==> config.mk <==
export PLATFORM = sky130hd
export DESIGN_NAME = serial_word_receiver
export DESIGN_NICKNAME = d
export VERILOG_FILES = /design/src/rtl/serial_word_receiver.sv
export SDC_FILE = /design/constraint.sdc
export NUM_CORES = 1
export LEC_CHECK = 0
export CAP_MARGIN = 10
export CORE_ASPECT_RATIO = 1.4
export CORE_MARGIN = 8
export CORE_UTILIZATION = 25
export CTS_CLUSTER_SIZE = 16
export DETAILED_ROUTE_END_ITERATION = 8
export PLACE_DENSITY_LB_ADDON = 0.08
export SYNTH_ARGS = -nofsm -noshare
export SYNTH_HDL_FRONTEND = slang
export SYNTH_SLANG_ARGS = --single-unit
==> constraint.sdc <==
create_clock -name clk -period 2 [get_ports clk]
set_input_delay 0.4 -clock clk [delete_from_list [all_inputs] [get_ports clk]]
set_output_delay 0.4 -clock clk [all_outputs]
set_load 0.01 [all_outputs]
==> src/rtl/serial_word_receiver.sv <==
// Serial-to-parallel word receiver.
// Collects WIDTH strobed serial bits into a word, presents it with a
// valid/ack handshake, and flags a sticky overrun when a completed word
// has to be dropped because the consumer has not taken the previous one.
module serial_word_receiver #(
    parameter int WIDTH       = 8,
    parameter bit SHIFT_RIGHT = 1'b1
) (
    input  logic                         clk,
    input  logic                         reset_n,
    input  logic                         serial_in,
    input  logic                         bit_valid,
    input  logic                         frame_start,
    output logic [WIDTH-1:0]             data_out,
    output logic                         data_valid,
    input  logic                         data_ack,
    output logic                         busy,
    output logic [$clog2(WIDTH+1)-1:0]   bit_count,
    output logic                         overrun
);

    localparam int CW = $clog2(WIDTH+1);
    localparam logic [CW-1:0] LAST_IDX = CW'(WIDTH - 1);

    typedef enum logic {
        IDLE,
        RECV
    } state_t;

    state_t           state_q;
    logic [WIDTH-1:0] shift_q;
    logic [WIDTH-1:0] data_q;
    logic [CW-1:0]    count_q;
    logic             data_valid_q;
    logic             overrun_q;

    logic [WIDTH-1:0] shift_d;    // current partial word with serial_in shifted in
    logic [WIDTH-1:0] restart_d;  // empty word with serial_in shifted in

    // Insert the incoming bit at the end chosen by SHIFT_RIGHT.
    generate
        if (SHIFT_RIGHT) begin : g_lsb_first
            assign shift_d   = {serial_in, shift_q[WIDTH-1:1]};
            assign restart_d = {serial_in, {(WIDTH-1){1'b0}}};
        end else begin : g_msb_first
            assign shift_d   = {shift_q[WIDTH-2:0], serial_in};
            assign restart_d = {{(WIDTH-1){1'b0}}, serial_in};
        end
    endgenerate

    // Receive FSM, shift register, output word, handshake and overrun flag.
    always_ff @(posedge clk or negedge reset_n) begin
        if (!reset_n) begin
            state_q      <= IDLE;
            shift_q      <= '0;
            data_q       <= '0;
            count_q      <= '0;
            data_valid_q <= 1'b0;
            overrun_q    <= 1'b0;
        end else begin
            // NOTE: with non-blocking assignments the last one in program order
            // wins, so a completion further down overrides this ack clear.
            if (data_valid_q && data_ack) begin
                data_valid_q <= 1'b0;
            end

            if (frame_start) begin
                // Start (or restart) a word; a strobe in the same cycle is bit 1.
                state_q <= RECV;
                shift_q <= bit_valid ? restart_d : '0;
                count_q <= bit_valid ? CW'(1) : '0;
            end else if (state_q == RECV && bit_valid) begin
                if (count_q == LAST_IDX) begin
                    state_q <= IDLE;
                    shift_q <= '0;
                    count_q <= '0;
                    if (!data_valid_q || data_ack) begin
                        data_q       <= shift_d;
                        data_valid_q <= 1'b1;
                    end else begin
                        overrun_q <= 1'b1;
                    end
                end else begin
                    shift_q <= shift_d;
                    count_q <= count_q + CW'(1);
                end
            end
        end
    end

    // Every output is taken straight from a register.
    assign data_out   = data_q;
    assign data_valid = data_valid_q;
    assign busy       = (state_q == RECV);
    assign bit_count  = count_q;
    assign overrun    = overrun_q;

endmodule

# Word level (Yosys, flattened, before mapping)

Cells that the tools add are included.

Register bits: 23
Latch bits: 0
Bits in writable memories: 0
Bits in read-only memories: 0
Bits of input ports: 6
Output and inout port bits: 15
Logic and storage cells: 35
Memories: 0

Add/sub/neg operators: 1
Multiply operators: 0
Divide/modulo/power cells: 0
$lt $le $gt $ge: 0
Equal/unequal tests: 1
Shift operators: 0
Mux-type cells: 16
Bitwise gates (word level): 2
Reductions and logical operators: 9

Operators with widths:

| kind                | count |
|---|---|
| $mux 8              | 4 |
| $mux 4              | 3 |
| $mux 1              | 9 |
| $reduce_and 4->1    | 2 |
| $add 4x1->4 const B | 1 |
| $eq 4x3->1 const B  | 1 |
| $reduce_bool 2->1   | 2 |
| $logic_and 1x1->1   | 2 |
| $not 1->1           | 2 |
| $reduce_and 2->1    | 1 |
| $logic_not 1->1     | 1 |
| $logic_or 1x1->1    | 1 |

# Logic depth before layout (Yosys ltp)

Depth in word-level cells: 6
Depth in mapped cells: 4
Mapped depth without buffers: 4

# Least setup slack after synthesis

No wires, ideal clock.

Path kind: reg-to-reg
From: register count_q[0], in the netlist bit_count[0]
To: register data_q[7], in the netlist data_out[7]
Library setup time: 0.125 ns
Arrival time: 1.608 ns
Data required time: 1.875 ns
Setup slack: 0.267 ns
Cell stages (with the launch flop): 5
Path buffers: 0
Clock period less this slack: 1.733 ns
Path through: dfrtp_1 -> ha_1 -> nand3b_4 -> nor4_4 -> mux2_2

Word-level cells in the longest chain between the ends: 2

Ends and longest elaborated chain:

| element                           | RTL line | text |
|---|---|---|
| start, declared                   | 33       | `logic [CW-1:0] count_q;` |
| start signal, assigned            | 71       | `count_q <= bit_valid ? CW'(1) : '0;` |
| start signal, assigned            | 85       | `count_q <= count_q + CW'(1);` |
| $eq 4x3->1                        | 73       | `if (count_q == LAST_IDX) begin` |
| $reduce_and 4->1 (no source line) | --       |  |
| end signal, assigned              | 78       | `data_q <= shift_d;` |
| end, declared                     | 32       | `logic [WIDTH-1:0] data_q;` |

Every way passes these cells.
A chain may end at the register's enable or synchronous reset.

# Final worst setup path

From: register state_q, in the netlist busy
To: output busy

RTL lines:

| element                | RTL line | text |
|---|---|---|
| start, declared        | 30       | `state_t state_q;` |
| start signal, assigned | 54       | `state_q <= IDLE;` |
| start signal, assigned | 69       | `state_q <= RECV;` |
| start signal, assigned | 74       | `state_q <= IDLE;` |
| end, declared          | 17       | `output logic busy,` |

No word-level cell between the ends.

==> impl_metrics.tcl <==
set metrics [dict create \
    numCtsBuffers 3 \
    busiest_layer "met2" \
    synth-main-ff-cell "dfrtp_1" \
    use_met3_pct 2.84 \
    ant_nets 0 \
    cts_max_path_buffers 2 \
    cap_viol_max_count 0 \
    slowest_stage "clkdlybuf4s50_1" \
    syn_avg_cell_area_um2 13.7 \
    clkLatencyLatePin_ps 260 \
    yosysTopAreaCell "dfrtp_1" \
    peakVddDrop_uv 359 \
    postCtsSetupBuffers 0 \
    routed_via_density 4.58 \
    crit_chain "clkdlybuf4s50_1" \
    clkTransAtPathRegs_ps 80 \
    use_met1_pct 7.68 \
    cts.sinks 22 \
    p_total_w 0.000955 \
    worst-path-max-fanout 8 \
    synth_area_um2 905 \
    overflow 0 \
    grt_pass1_wl_um 3050 \
    synthTopCellsByCount "22 x dfrtp_1, 8 x mux2_2, 6 x a22o_1" \
    dp_cells 132 \
    dpl.hpwl_um 1350 \
    yosysSeqAreaShare_pct 60.9 \
    synth-edff-count 0 \
    min_path_type "register to register" \
    firstDrtPassIters 3 \
    grt_pass1_vias 641 \
    cts.htree.levels 1 \
    maxSlewViolCount 0 \
    yosysMostFrequentCell "dfrtp_1" \
    finalHoldViolCount 0 \
    postCtsHoldBufs 0 \
    root_buffer "clkbuf_8" \
    relSlewSlack_pct 59.7 \
    fmax_ghz 0.572 \
    start_util_pct 25.5 \
    wirelength_um 1850 \
    final_area_um2 1250 \
    port_buffers 20 \
    core_area_um2 3550 \
    netlist.area_leader.share_pct 60.9 \
    worst-path-buf-inv 1 \
    syn-num-nets 73 \
    startpoint_type "register" \
    ys_ff_latch 22 \
    fin_util_pct 35.3 \
    met2_usage_pct 10.4 \
    fin_cells 136 \
    end_kind "output pin" \
    die_w_um 66.8 \
    cpPeakStageDelay_ps 590 \
    hp-start "overrun" \
    skew_ps 4.24 \
    timing.setup.tns_ps 0 \
    layout-drive-gt1-share_pct 23.4 \
    ys_types 22 \
    num_vias 623 \
    ioPinCount 21 \
    rr_worst_depth 5 \
    cts_tree "yes" \
    postSynthCellCount 66 \
    required_ps 1600 \
    reg2reg_from "bit_count[0]" \
    syn_to_final_growth_pct 38.5 \
    synthTopCellsByArea "dfrtp_1 61%, mux2_2 10%, a22o_1 5.8%, nor4_4 2.4%, a21oi_1 2.2%" \
    rows 26 \
    regToRegSetupSlack_ps 290 \
    finalSetupViolCount 0 \
    gp_congestion 0.701 \
    worst_slew_pin_slew_ps 605 \
    power.density_nw_per_um2 763 \
    cp_data_arrival_time_ps 1350 \
    grt_max_degree 23 \
    nNetsFinal 102 \
    drc 0 \
    crit_type "register to output pin" \
    path_delay_family "buffers and inverters" \
    status "complete, no violations" \
    rsz0062_at_grt "false" \
    die-area_um2 5830 \
    cts_resized 0 \
    post_drt_wl_per_cell_um 13.6 \
    die_h_um 87.2 \
    antenna_found_initial 0 \
    min_period_ps 1750 \
    whs_path_depth 1 \
    synth_warnings 0 \
    diodes 0 \
    drtIter0Drc 10 \
    synthArstFlopShare_pct 100 \
    placed_cell_area_um2 1180 \
    grt.total_usage_pct 6.91 \
    finalCritPeriodShare_pct 87.5 \
    r2r-end "data_out[6]" \
    hold_end "overrun" \
    total_leakage_power_nw 0.595 \
]
==> area by class of cell <==
class	count	area, µm²
clock buffer	3	41.3
clock inverter	1	30.0
fill	348	2290
multi-input combinational	43	340
sequential	22	551
tap	42	52.6
timing repair buffer	25	238
==> how the worst max path moves through the flow <==
| stage | to | cells past startpoint | slack, ps | start |
|---|---|---|---|---|
| 4_1_cts | busy | 1 | 240 | busy |
| 5_1_grt | data_out[7] | 5 | 180 | bit_count[0] |
| 6_report | busy | 1 | 250 | busy |
| 3_5_place_dp | data_out[3] | 5 | 90 | bit_valid |
| 3_3_place_gp | bit_count[0] | 5 | 90 | frame_start |
| 2_1_floorplan | data_out[7] | 4 | 270 | bit_count[0] |
==> per-layer routing <==
layer	wire length [µm]	up-vias
li1	-	299
met2	834	15
met1	827	307
met3	159	2
met4	24	0
met5	0	-
==> registers in the layout, summed over array words and instances, names as in the netlist <==
register and cells:
busy 1, data_valid 1, overrun 1, shift_q 7
data_out 8, bit_count 4
==> placed cells by master, fill, tap and decap left out <==
cell type / instances
nand2_1: 4
a22oi_1: 1
nand4b_1: 1
nand2_2: 1
o21ai_0: 2
buf_4: 5
ha_1: 1
nor3b_1: 1
nor2b_1: 1
nor2_1: 3
a21oi_1: 4
clkbuf_8: 3
nor3_1: 1
or2_2: 1
a22o_1: 6
nor4_4: 1
nand3_1: 3
a21o_1: 1
mux2_2: 8
clkdlybuf4s50_1: 20
bufinv_16: 1
dfrtp_1: 22
xor2_1: 1
nand3b_4: 1
or4_2: 1
==> power by group <==
group	leakage [nW]	internal (W)	switching (W)
registers	0.297	0.000455	0.0000105
logic	0.262	0.0000383	0.0000375
clock network	0.0357	0.000267	0.000147
total	0.595	0.000761	0.000195
==> stage by stage <==
| stage | hold WS (ps) | worst slack [ps] |
|---|---|---|
| after floorplan | 104 | 267 |
| after global placement | 442 | 89.0 |
| after detailed placement | 446 | 86.0 |
| after CTS | 466 | 236 |
| after global routing | 504 | 181 |
| final | 465 | 250 |
==> kinds of logic after synthesis <==
family / after synthesis / synth area share (%)
DFF: 22 / 60.9
and+or+nand+nor: 19 / 14.5
AOI/OAI and AO/OA: 14 / 10.8
muxes: 8 / 9.96
xor gates and xnor gates: 1 / 0.968
buffers and inverters: 1 / 1.52
adders and majority gates: 1 / 1.38
(Power assumes the default switching activity.)
